File: src/rtl/alarm_clock.sv
// alarm_clock: 24-hour BCD time-of-day clock with a one-second prescaler,
// validated time/alarm loading, optional 12-hour display and a two-state
// alarm FSM (IDLE / RINGING) with a bounded ring length.
//
// Handshake: load_valid and alarm_set are sampled on every rising clk edge
// with no ready/backpressure; the command is accepted on that edge if its
// digits are legal, otherwise load_err pulses for one cycle on the next cycle.
module alarm_clock #(
    parameter int CLK_FREQ_HZ = 5000000,
    parameter int MODE_12H    = 0,
    parameter int ALARM_LEN_S = 60
) (
    input  logic       clk,
    input  logic       reset,
    input  logic       load_valid,
    input  logic [3:0] load_hour_tens,
    input  logic [3:0] load_hour_ones,
    input  logic [3:0] load_min_tens,
    input  logic [3:0] load_min_ones,
    input  logic [3:0] load_sec_tens,
    input  logic [3:0] load_sec_ones,
    input  logic       alarm_set,
    input  logic [3:0] alarm_hour_tens,
    input  logic [3:0] alarm_hour_ones,
    input  logic [3:0] alarm_min_tens,
    input  logic [3:0] alarm_min_ones,
    input  logic       alarm_en,
    input  logic       alarm_ack,
    output logic [3:0] sec_ones,
    output logic [3:0] sec_tens,
    output logic [3:0] min_ones,
    output logic [3:0] min_tens,
    output logic [3:0] hour_ones,
    output logic [3:0] hour_tens,
    output logic       pm,
    output logic       one_sec_pulse,
    output logic       alarm_out,
    output logic       load_err,
    output logic       dbg_state
);

    localparam int PW = (CLK_FREQ_HZ > 1) ? $clog2(CLK_FREQ_HZ) : 1;
    localparam logic [PW-1:0] P_MAX = PW'(CLK_FREQ_HZ - 1);
    localparam logic [PW-1:0] P_ONE = PW'(1);
    localparam logic [7:0] LAST_TICK = 8'(ALARM_LEN_S - 1);
    localparam logic [3:0] RST_HT = (MODE_12H != 0) ? 4'd1 : 4'd0;
    localparam logic [3:0] RST_HO = (MODE_12H != 0) ? 4'd2 : 4'd0;

    localparam logic ST_IDLE    = 1'b0;
    localparam logic ST_RINGING = 1'b1;

    logic [PW-1:0] r_presc;
    logic [3:0]    r_ht, r_ho, r_mt, r_mo, r_st, r_so;
    logic [3:0]    r_al_ht, r_al_ho, r_al_mt, r_al_mo;
    logic          r_state;
    logic [7:0]    r_ring_cnt;
    logic          r_load_err;
    logic [3:0]    r_d_ht, r_d_ho, r_d_mt, r_d_mo, r_d_st, r_d_so;
    logic          r_pm;

    logic          w_tick, w_load_ok, w_alarm_ok, w_do_load, w_adv, w_match;
    logic [3:0]    w_inc_ht, w_inc_ho, w_inc_mt, w_inc_mo, w_inc_st, w_inc_so;
    logic [3:0]    w_nxt_ht, w_nxt_ho, w_nxt_mt, w_nxt_mo, w_nxt_st, w_nxt_so;
    logic [4:0]    w_hbin, w_h12;
    logic [3:0]    w_dht, w_dho;
    logic          w_pm_n;

    assign w_tick        = (r_presc == P_MAX);
    assign one_sec_pulse = w_tick;
    assign w_do_load     = load_valid && w_load_ok;
    assign w_adv         = w_tick && !w_do_load;
    assign alarm_out     = (r_state == ST_RINGING);
    assign dbg_state     = r_state;
    assign load_err      = r_load_err;
    assign {hour_tens, hour_ones, min_tens, min_ones, sec_tens, sec_ones} =
           {r_d_ht, r_d_ho, r_d_mt, r_d_mo, r_d_st, r_d_so};
    assign pm            = r_pm;

    // Legality of the load and alarm digit sets (BCD, hour <= 23, min/sec <= 59)
    always_comb begin
        w_load_ok = (load_hour_tens <= 4'd2) && (load_hour_ones <= 4'd9) &&
                    !((load_hour_tens == 4'd2) && (load_hour_ones > 4'd3)) &&
                    (load_min_tens <= 4'd5) && (load_min_ones <= 4'd9) &&
                    (load_sec_tens <= 4'd5) && (load_sec_ones <= 4'd9);
        w_alarm_ok = (alarm_hour_tens <= 4'd2) && (alarm_hour_ones <= 4'd9) &&
                     !((alarm_hour_tens == 4'd2) && (alarm_hour_ones > 4'd3)) &&
                     (alarm_min_tens <= 4'd5) && (alarm_min_ones <= 4'd9);
    end

    // Current time plus one second, with BCD carries and midnight wrap
    always_comb begin
        w_inc_ht = r_ht;
        w_inc_ho = r_ho;
        w_inc_mt = r_mt;
        w_inc_mo = r_mo;
        w_inc_st = r_st;
        w_inc_so = r_so;
        if (r_so != 4'd9) begin
            w_inc_so = r_so + 4'd1;
        end else begin
            w_inc_so = 4'd0;
            if (r_st != 4'd5) begin
                w_inc_st = r_st + 4'd1;
            end else begin
                w_inc_st = 4'd0;
                if (r_mo != 4'd9) begin
                    w_inc_mo = r_mo + 4'd1;
                end else begin
                    w_inc_mo = 4'd0;
                    if (r_mt != 4'd5) begin
                        w_inc_mt = r_mt + 4'd1;
                    end else begin
                        w_inc_mt = 4'd0;
                        if ((r_ht == 4'd2) && (r_ho == 4'd3)) begin
                            w_inc_ht = 4'd0;
                            w_inc_ho = 4'd0;
                        end else if (r_ho == 4'd9) begin
                            w_inc_ht = r_ht + 4'd1;
                            w_inc_ho = 4'd0;
                        end else begin
                            w_inc_ho = r_ho + 4'd1;
                        end
                    end
                end
            end
        end
    end

    // Next internal time: a valid load wins over a coincident tick
    always_comb begin
        if (w_do_load) begin
            {w_nxt_ht, w_nxt_ho, w_nxt_mt, w_nxt_mo, w_nxt_st, w_nxt_so} =
                {load_hour_tens, load_hour_ones, load_min_tens, load_min_ones,
                 load_sec_tens, load_sec_ones};
        end else if (w_adv) begin
            {w_nxt_ht, w_nxt_ho, w_nxt_mt, w_nxt_mo, w_nxt_st, w_nxt_so} =
                {w_inc_ht, w_inc_ho, w_inc_mt, w_inc_mo, w_inc_st, w_inc_so};
        end else begin
            {w_nxt_ht, w_nxt_ho, w_nxt_mt, w_nxt_mo, w_nxt_st, w_nxt_so} =
                {r_ht, r_ho, r_mt, r_mo, r_st, r_so};
        end
        // Alarm fires only when a real tick lands on HH:MM:00
        w_match = w_adv && alarm_en && (w_inc_st == 4'd0) && (w_inc_so == 4'd0) &&
                  ({w_inc_ht, w_inc_ho, w_inc_mt, w_inc_mo} ==
                   {r_al_ht, r_al_ho, r_al_mt, r_al_mo});
    end

    // Display hour mapping of the next time (12-hour when MODE_12H is set)
    always_comb begin
        w_hbin = ({1'b0, w_nxt_ht} * 5'd10) + {1'b0, w_nxt_ho};
        w_h12  = w_hbin;
        w_pm_n = 1'b0;
        if (w_hbin == 5'd0) begin
            w_h12 = 5'd12;
        end else if (w_hbin == 5'd12) begin
            w_pm_n = 1'b1;
        end else if (w_hbin > 5'd12) begin
            w_h12  = w_hbin - 5'd12;
            w_pm_n = 1'b1;
        end
        if (w_h12 >= 5'd10) begin
            w_dht = 4'd1;
            w_dho = 4'(w_h12 - 5'd10);
        end else begin
            w_dht = 4'd0;
            w_dho = 4'(w_h12);
        end
        if (MODE_12H == 0) begin
            w_dht  = w_nxt_ht;
            w_dho  = w_nxt_ho;
            w_pm_n = 1'b0;
        end
    end

    // Prescaler, internal time, display registers and load error pulse
    always_ff @(posedge clk or negedge reset) begin
        if (!reset) begin
            r_presc    <= '0;
            {r_ht, r_ho, r_mt, r_mo, r_st, r_so} <= '0;
            {r_d_ht, r_d_ho} <= {RST_HT, RST_HO};
            {r_d_mt, r_d_mo, r_d_st, r_d_so} <= '0;
            r_pm       <= 1'b0;
            r_load_err <= 1'b0;
        end else begin
            if (w_do_load || w_tick) r_presc <= '0;
            else                     r_presc <= r_presc + P_ONE;
            {r_ht, r_ho, r_mt, r_mo, r_st, r_so} <=
                {w_nxt_ht, w_nxt_ho, w_nxt_mt, w_nxt_mo, w_nxt_st, w_nxt_so};
            {r_d_ht, r_d_ho, r_d_mt, r_d_mo, r_d_st, r_d_so} <=
                {w_dht, w_dho, w_nxt_mt, w_nxt_mo, w_nxt_st, w_nxt_so};
            r_pm       <= w_pm_n;
            r_load_err <= (load_valid && !w_load_ok) || (alarm_set && !w_alarm_ok);
        end
    end

    // Stored alarm time, survives time loads
    always_ff @(posedge clk or negedge reset) begin
        if (!reset) begin
            {r_al_ht, r_al_ho, r_al_mt, r_al_mo} <= '0;
        end else if (alarm_set && w_alarm_ok) begin
            {r_al_ht, r_al_ho, r_al_mt, r_al_mo} <=
                {alarm_hour_tens, alarm_hour_ones, alarm_min_tens, alarm_min_ones};
        end
    end

    // Alarm FSM: ring for ALARM_LEN_S ticks unless acked or disarmed first
    always_ff @(posedge clk or negedge reset) begin
        if (!reset) begin
            r_state    <= ST_IDLE;
            r_ring_cnt <= 8'd0;
        end else begin
            case (r_state)
                ST_IDLE: begin
                    r_ring_cnt <= 8'd0;
                    if (w_match) r_state <= ST_RINGING;
                end
                default: begin
                    if (!alarm_en || alarm_ack || (w_adv && (r_ring_cnt == LAST_TICK))) begin
                        r_state    <= ST_IDLE;
                        r_ring_cnt <= 8'd0;
                    end else if (w_adv) begin
                        r_ring_cnt <= r_ring_cnt + 8'd1;
                    end
                end
            endcase
        end
    end

endmodule

File: config.mk
export PLATFORM = sky130hd
export DESIGN_NAME = alarm_clock
export DESIGN_NICKNAME = d
export VERILOG_FILES = /design/src/rtl/alarm_clock.sv
export SDC_FILE = /design/constraint.sdc
export NUM_CORES = 1
export LEC_CHECK = 0
export CAP_MARGIN = 20
export CORE_MARGIN = 2
export CORE_UTILIZATION = 54
export DETAILED_ROUTE_END_ITERATION = 8
export PLACE_DENSITY = 0.81
export SYNTH_ARGS = -nofsm -noshare
export SYNTH_HDL_FRONTEND = slang
export SYNTH_SLANG_ARGS = --single-unit
File: constraint.sdc
create_clock -name clk -period 3.7 [get_ports clk]
set_clock_uncertainty 0.1 [all_clocks]
set_input_delay 0.37 -clock clk [delete_from_list [all_inputs] [get_ports clk]]
set_output_delay 0.37 -clock clk [all_outputs]
set_load 0.005 [all_outputs]
Yosys cells after proc, flatten, opt, wreduce, memory -nomap -nowiden
Cells that the tools add are included.
- add/subtract/negate cells: 8
- reduce and logical (&&, ||, !) cells: 36
- eq/ne operators: 13
- order comparisons: 12
- multiplexer cells: 41
- operators with widths (cell ; count):
    $mux 4 ; 34
    $add 4x1->4 const B ; 6
    $mux 8 ; 3
    $add 23x1->23 const B ; 1
    $eq 23x23->1 const B ; 1
    $logic_and 1x1->1 ; 23
    $mux 23 ; 1
    $le 4x4->1 const B ; 5
    $eq 16x16->1 ; 1
    $eq 4x2->1 const B ; 4
    $le 4x3->1 const B ; 3
    $add 8x1->8 const B ; 1
    $eq 8x6->1 const B ; 1
    $gt 4x2->1 const B ; 2
    $le 4x2->1 const B ; 2
    $logic_not 4->1 ; 2
    $ne 4x3->1 const B ; 2
    $ne 4x4->1 const B ; 2
    $logic_not 1->1 ; 6
    $eq 4x4->1 const B ; 1
    $logic_or 1x1->1 ; 4
    $mux 1 ; 3
    $ne 3x1->1 const B ; 1
    $reduce_bool 2->1 ; 1
- flip-flop bits (word level): 73
- output and inout bits: 29
- input port bits: 46

Logic depth before layout (Yosys ltp)
Gate-level depths: netlist of run 1.
- depth in word-level cells: 17
- gate-level depth with buffers: 10
- gate-level depth less buffers: 9

Least setup slack after synthesis of run 1
No wires, ideal clock.
- path type: reg2reg
- start: reg, netlist name sec_ones[1]
- end: reg r_state, in the netlist alarm_out
- slack: 1.057 ns
- period minus slack after synthesis: 2.643 ns
- arrival time: 2.404 ns
- stages on the path, launching flop included: 10
- library setup time: 0.139 ns
- cells stage by stage: dfrtp_1 -> buf_6 -> or4b_1 -> or4_4 -> buf_6 -> or3_1 -> a21o_1 -> o2111a_1 -> nand4_1 -> o21ai_1
- RTL lines (what ; RTL line ; RTL):
    end signal, assigned ; 209 ; r_state <= ST_IDLE;
    end signal, assigned ; 215 ; if (w_match) r_state <= ST_RINGING;
    end signal, assigned ; 219 ; r_state <= ST_IDLE;
    end, declared ; 55 ; logic r_state;

Worst setup path in the final report of run 1
- start: reg r_presc[0]
- end: out one_sec_pulse
- longest elaborated chain between the ends: 1
- RTL lines (what ; RTL line ; RTL):
    start, declared ; 52 ; logic [PW-1:0] r_presc;
    start signal, assigned ; 186 ; else r_presc <= r_presc + P_ONE;
    $eq 23x23->1 ; 68 ; assign w_tick = (r_presc == P_MAX);
    end, declared ; 36 ; output logic one_sec_pulse,
Every way passes these cells.

==> results.json, run 1 <==
{
  "final_cell_mix": "73 x dfrtp_1, 72 x clkdlybuf4s50_1, 51 x nor2_1",
  "critPathArrivalTime_ns": 2.57,
  "postSynth.asyncResetShare_pct": 100,
  "route.detailed.drc": 0,
  "startpoint_type": "flip-flop",
  "setup_viol": 0,
  "p_per_area_mw_per_mm2": 390,
  "grt_max_degree": 49,
  "grt_remaining_overflow": 0,
  "relSlewSlack_pct": 50.9,
  "drt_iter0_markers": 231,
  "gp_congestion": 0.922,
  "area_delta_synth_final_pct": 21.8,
  "start_util_pct": 56.0,
  "dp_hpwl_mm": 8.84,
  "r2r_start": "sec_ones[1]$_DFFE_PN0P_",
  "netlist.area_leader.share_pct": 39.5,
  "chipHeight_um": 96.5,
  "preCtsSetupSlack_ns": 0.773,
  "drv_cap": 0,
  "post_drt_wl_per_cell_um": 17.0,
  "cts_resized": 0,
  "die_area_mm2": 0.00931,
  "ff2ff_setup_slack_ns": 0.73,
  "grt_pass1_vias": 3998,
  "path_class": "flip-flop to output pin",
  "drv_slew": 0,
  "finalHoldViolations": 0,
  "drive_above_1_share_pct": 8.21,
  "worst_pin_slew_ns": 0.731,
  "synth.top_cells.by_area": "dfrtp_1 40%, o21ai_0 5.2%, xnor2_1 4.4%",
  "ir_worst_vdd_uv": 298,
  "syn_inst": 526,
  "synth_seq_cells": 73,
  "cts.path.max_buffers": 2,
  "ys_seq_area_share_pct": 39.5,
  "synth_area_leader_cell": "dfrtp_1",
  "post-cts-setup-buffer-count": 0,
  "cts_htree_levels": 3,
  "leakage_nw": 2.22,
  "status": "completed",
  "ant_nets": 0,
  "syn_avg_cell_area_um2": 8.78,
  "r2r-end": "hour_tens[3]$_DFFE_PN0P_",
  "rsz0062_at_grt": "no",
  "maxClockFrequency_mhz": 329,
  "fin_crit_ns": 3.04,
  "root_buffer": "clkbuf_8",
  "vias": 4221,
  "finalPower_mw": 2.19,
  "clk_pin_slew_ns": 0.09,
  "synth_fp_nets": 580,
  "cp_data_required_time_ns": 3.23,
  "fin_nets": 646,
  "track_usage_pct": 27.3,
  "setup_tns_ns": 0,
  "die_w_um": 96.5,
  "clk_latency_ns": 0.36,
  "clock_sinks": 73,
  "hold_path.startpoint": "r_presc[0]$_DFF_PN0_",
  "hp-class": "flip-flop to flip-flop",
  "final_common_cell": "dfrtp_1",
  "mappedNetlistArea_mm2": 0.00462,
  "grt_pass1_wl_mm": 19.6,
  "worst_hold_slack_ns": 0.406,
  "worst_slack_ns": 0.659,
  "postCtsHoldBufs": 1,
  "diodes": 0,
  "cts_made_buffers": 9,
  "ys_warn_count": 0,
  "fp.coreArea_mm2": 0.00826,
  "totalWireLength_mm": 11.9,
  "vias_per_cell": 6.01,
  "fin_crit_sh_pct": 82.2,
  "ff2ff_path_depth": 5,
  "row_count": 33,
  "drtPass1Iterations": 6,
  "endpoint_kind": "output pin",
  "crit_fanout": 4,
  "antenna_found_initial": 0,
  "synth_ff_type": "dfrtp_1",
  "synth-edff-count": 0,
  "portBuffers": 73,
  "tritoncts": "yes",
  "holdPathEnd": "r_presc[0]$_DFF_PN0_",
  "final_area_mm2": 0.00563,
  "io_pins": 75,
  "dpl_cell_area_mm2": 0.00542,
  "synth_cell_types": 71,
  "hold_depth": 1
}
-- stage by stage --
stage	instances	util, %
6_report	702	68.1
5_1_grt	702	68.1
4_1_cts	702	68.1
3_5_place_dp	685	65.7
3_3_place_gp	685	65.7
2_1_floorplan	526	-
-- state kept, by name (all words and copies together) (netlist names) --
signal	cells
r_ring_cnt	8
sec_tens	4
r_al_mt	4
r_al_ht	4
min_tens	4
load_err	1
hour_tens	4
min_ones	4
r_al_mo	4
alarm_out	1
r_al_ho	4
hour_ones	4
sec_ones	4
r_presc	23
-- final cells by class --
cell class                 count  area (um2)
fill                         672        2630
clock buffer                  10         128
inverter                      15        56.3
tap                          105         131
multi-input combinational    410        2610
sequential                    73        1830
clock inverter                 6        67.6
timing repair buffer          83         803
-- worst max-delay path: stages (launching register included) --
cell and delay (ns):
dfrtp_1 0.40, ha_1 0.22, nand2_1 0.10, nor4_1 0.47, and4_1 0.45, clkdlybuf4s50_1 0.56
-- report_power, final --
| group | internal [mW] | switching (mW) | total [mW] |
|---|---|---|---|
| Clock | 0.314 | 0.331 | 0.645 |
| Combinational | 0.271 | 0.237 | 0.508 |
| Sequential | 0.894 | 0.145 | 1.04 |
-- cells in the mapped netlist (all sizes together) (5+ instances only) --
cell type / instances
nand2: 48
o21a: 5
nor2: 51
and3: 10
clkbuf: 22
nor4: 9
mux2: 13
xor2: 20
xnor2: 23
or3: 5
inv: 15
o21ai: 49
ha: 8
a21oi: 25
dfrtp: 73
buf: 6
nand3: 24
a211oi: 6
nand2b: 8
nor3: 12
nand4: 14
nor2b: 7
-- layer usage --
metal | vias to the layer above | GRT usage [%] | part of all wire (%)
li1 | 2024 | - | -
met1 | 2049 | 35.8 | 42
met2 | 128 | 45.3 | 50
met3 | 20 | 6.98 | 6.2
met4 | 0 | 7.04 | 1.8
met5 | - | 0 | 0
-- logic make-up after synthesis --
| family | share of synthesized area (%) |
|---|---|
| DFF | 39.5 |
| and+or+nand+nor | 25.6 |
| AOI/OAI and AO/OA | 16.5 |
| buffers and inverters | 4.01 |
| other | 0.0812 |
| xor gates and xnor gates | 8.15 |
| muxes | 4.03 |
| adders and majority gates | 2.17 |
-- worst max path at each step --
stage	startpoint	to	slack, ns
finish	r_presc[0]$_DFF_PN0_	one_sec_pulse	0.66
global route	r_presc[0]$_DFF_PN0_	one_sec_pulse	0.40
CTS	r_presc[0]$_DFF_PN0_	one_sec_pulse	0.65
detailed placement	sec_ones[1]$_DFFE_PN0P_	hour_tens[3]$_DFFE_PN0P_	0.77
global placement	sec_ones[1]$_DFFE_PN0P_	hour_tens[3]$_DFFE_PN0P_	0.80
floorplan	sec_ones[1]$_DFFE_PN0P_	alarm_out$_DFF_PN0_	1.06
Note: power is estimated with default switching activity, not from simulation.
==> run 2: changes to the inputs <==
- CORE_UTILIZATION: 54 -> 49
- PLACE_DENSITY: 0.81 -> 0.77
- clock period: 3.7 -> 2.7 ns (I/O delays scaled with it)
==> results.json, run 2 (synthesis results as in run 1) <==
{
  "status": "completed",
  "vias_per_cell": 5.88,
  "cp_data_required_time_ns": 2.89,
  "grt_pass1_wl_mm": 20.8,
  "cts_made_buffers": 9,
  "start_util_pct": 50.2,
  "startpoint_type": "flip-flop",
  "totalWireLength_mm": 13.1,
  "cts.path.max_buffers": 2,
  "cts_htree_levels": 3,
  "relSlewSlack_pct": 57.1,
  "row_count": 35,
  "endpoint_kind": "flip-flop",
  "drtPass1Iterations": 5,
  "setup_tns_ns": 0,
  "chipHeight_um": 101,
  "clock_sinks": 73,
  "grt_pass1_vias": 4359,
  "die_w_um": 101,
  "clk_pin_slew_ns": 0.09,
  "path_class": "flip-flop to flip-flop",
  "post_drt_wl_per_cell_um": 17.4,
  "critPathArrivalTime_ns": 2.83,
  "multi_input_area_mm2": 0.00270,
  "preCtsSetupSlack_ns": 0.104,
  "antenna_found_initial": 0,
  "root_buffer": "clkbuf_8",
  "tritoncts": "yes",
  "ir_worst_vdd_uv": 291,
  "diodes": 0,
  "leakage_nw": 2.50,
  "worst_pin_slew_ns": 0.637,
  "drive_above_1_share_pct": 17.1,
  "setup_viol": 0,
  "route.detailed.drc": 0,
  "worst_slack_ns": 0.0514,
  "dp_hpwl_mm": 9.42,
  "largest_reg_flops": 23,
  "fillers": 740,
  "p_per_area_mw_per_mm2": 546,
  "final_cells": 756,
  "fin_crit_ns": 2.65,
  "drv_slew": 0,
  "final_cell_mix": "72 x dfrtp_1, 72 x clkdlybuf4s50_1, 54 x buf_4",
  "rsz0062_at_grt": "yes",
  "io_pins": 75,
  "maxClockFrequency_mhz": 378,
  "drt_iter0_markers": 302,
  "grt_max_degree": 33,
  "crit_fanout": 5,
  "ant_nets": 0,
  "regMostFlops": "r_presc",
  "seqCellArea_mm2": 0.00183,
  "fp.coreArea_mm2": 0.00920,
  "final_area_mm2": 0.00615,
  "grt_remaining_overflow": 0,
  "ff2ff_setup_slack_ns": 0.05,
  "area_delta_synth_final_pct": 33.0,
  "dpl_cell_area_mm2": 0.00573,
  "fin_nets": 694,
  "drv_cap": 0,
  "top_regs": "r_presc (23), r_ring_cnt (8)",
  "fin_crit_sh_pct": 98.1,
  "die_area_mm2": 0.0102,
  "portBuffers": 73,
  "track_usage_pct": 25.9,
  "clk_latency_ns": 0.35,
  "placedCellCount": 730,
  "vias": 4442,
  "gp_congestion": 0.935,
  "hp-class": "input port to async pin",
  "finalHoldViolations": 0
}
-- run 2: changes by cell type in the layout (fill, tap and decap cells not counted), sizes merged --
cell / delta
buf: +47
inv: -1
or4: +1
bufinv: +2
clkinvlp: -1
-- run 2: stage by stage --
stage | hold WS, ns | util [%] | power [mW]
floorplan | -0.126 | - | 1.83
global placement | 0.114 | 62.4 | 2.18
detailed placement | 0.126 | 62.4 | 2.21
CTS | 0.274 | 65.4 | 3.32
global route | 0.309 | 66.8 | 3.53
finish | 0.269 | 66.8 | 3.36
-- run 2: layout make-up --
type / count / share of cell area, %
Clock buffer: 10 / 2.24
Clock inverter: 6 / 1.87
Tap cell: 111 / 2.26
Sequential cell: 73 / 29.7
Multi-Input combinational cell: 411 / 43.9
Timing Repair Buffer: 130 / 19.1
Inverter: 15 / 0.916
-- run 2: layer usage --
metal,GRT usage (%),share of wire (%)
met1,34.0,43
met2,45.0,50
met3,3.47,4.7
met4,7.28,1.5
met5,0,0
-- run 2: what timing repair did --
item	CTS	global route
setup buffers	1	7
endpoints found under the hold margin	16	0
hold buffers	1	0
pin swaps	1	5
setup endpoints to repair	1	10
resized for setup	1	17
gates cloned	0	1
-- run 2: report_power, final --
group | switching (mW) | internal (mW)
clock | 0.454 | 0.642
sequential | 0.151 | 1.23
combinational | 0.428 | 0.455
total | 1.03 | 2.32
-- run 2: path summary, 6_finish.rpt --
| kind | startpoint | to | cells past startpoint |
|---|---|---|---|
| min in group clk | load_min_ones[0] | min_ones[0]$_DFFE_PN0P_ | 3 |
| min | reset | min_ones[0]$_DFFE_PN0P_ | 2 |
| max reg2reg | sec_ones[1]$_DFFE_PN0P_ | alarm_out$_DFF_PN0_ | 8 |
| max in group asynchronous | reset | r_presc[22]$_DFF_PN0_ | 3 |
| min reg2reg | r_al_mo[3]$_DFFE_PN0P_ | r_al_mo[3]$_DFFE_PN0P_ | 1 |
| max | sec_ones[1]$_DFFE_PN0P_ | alarm_out$_DFF_PN0_ | 8 |
-- run 2: critical path, stage by stage (launching register included) --
cell,delay (ns)
dfrtp_1,0.42
or4b_4,0.58
nor4_4,0.31
buf_6,0.18
mux2i_4,0.26
xnor2_2,0.11
a2111oi_2,0.35
nand4_1,0.13
o21ai_1,0.14
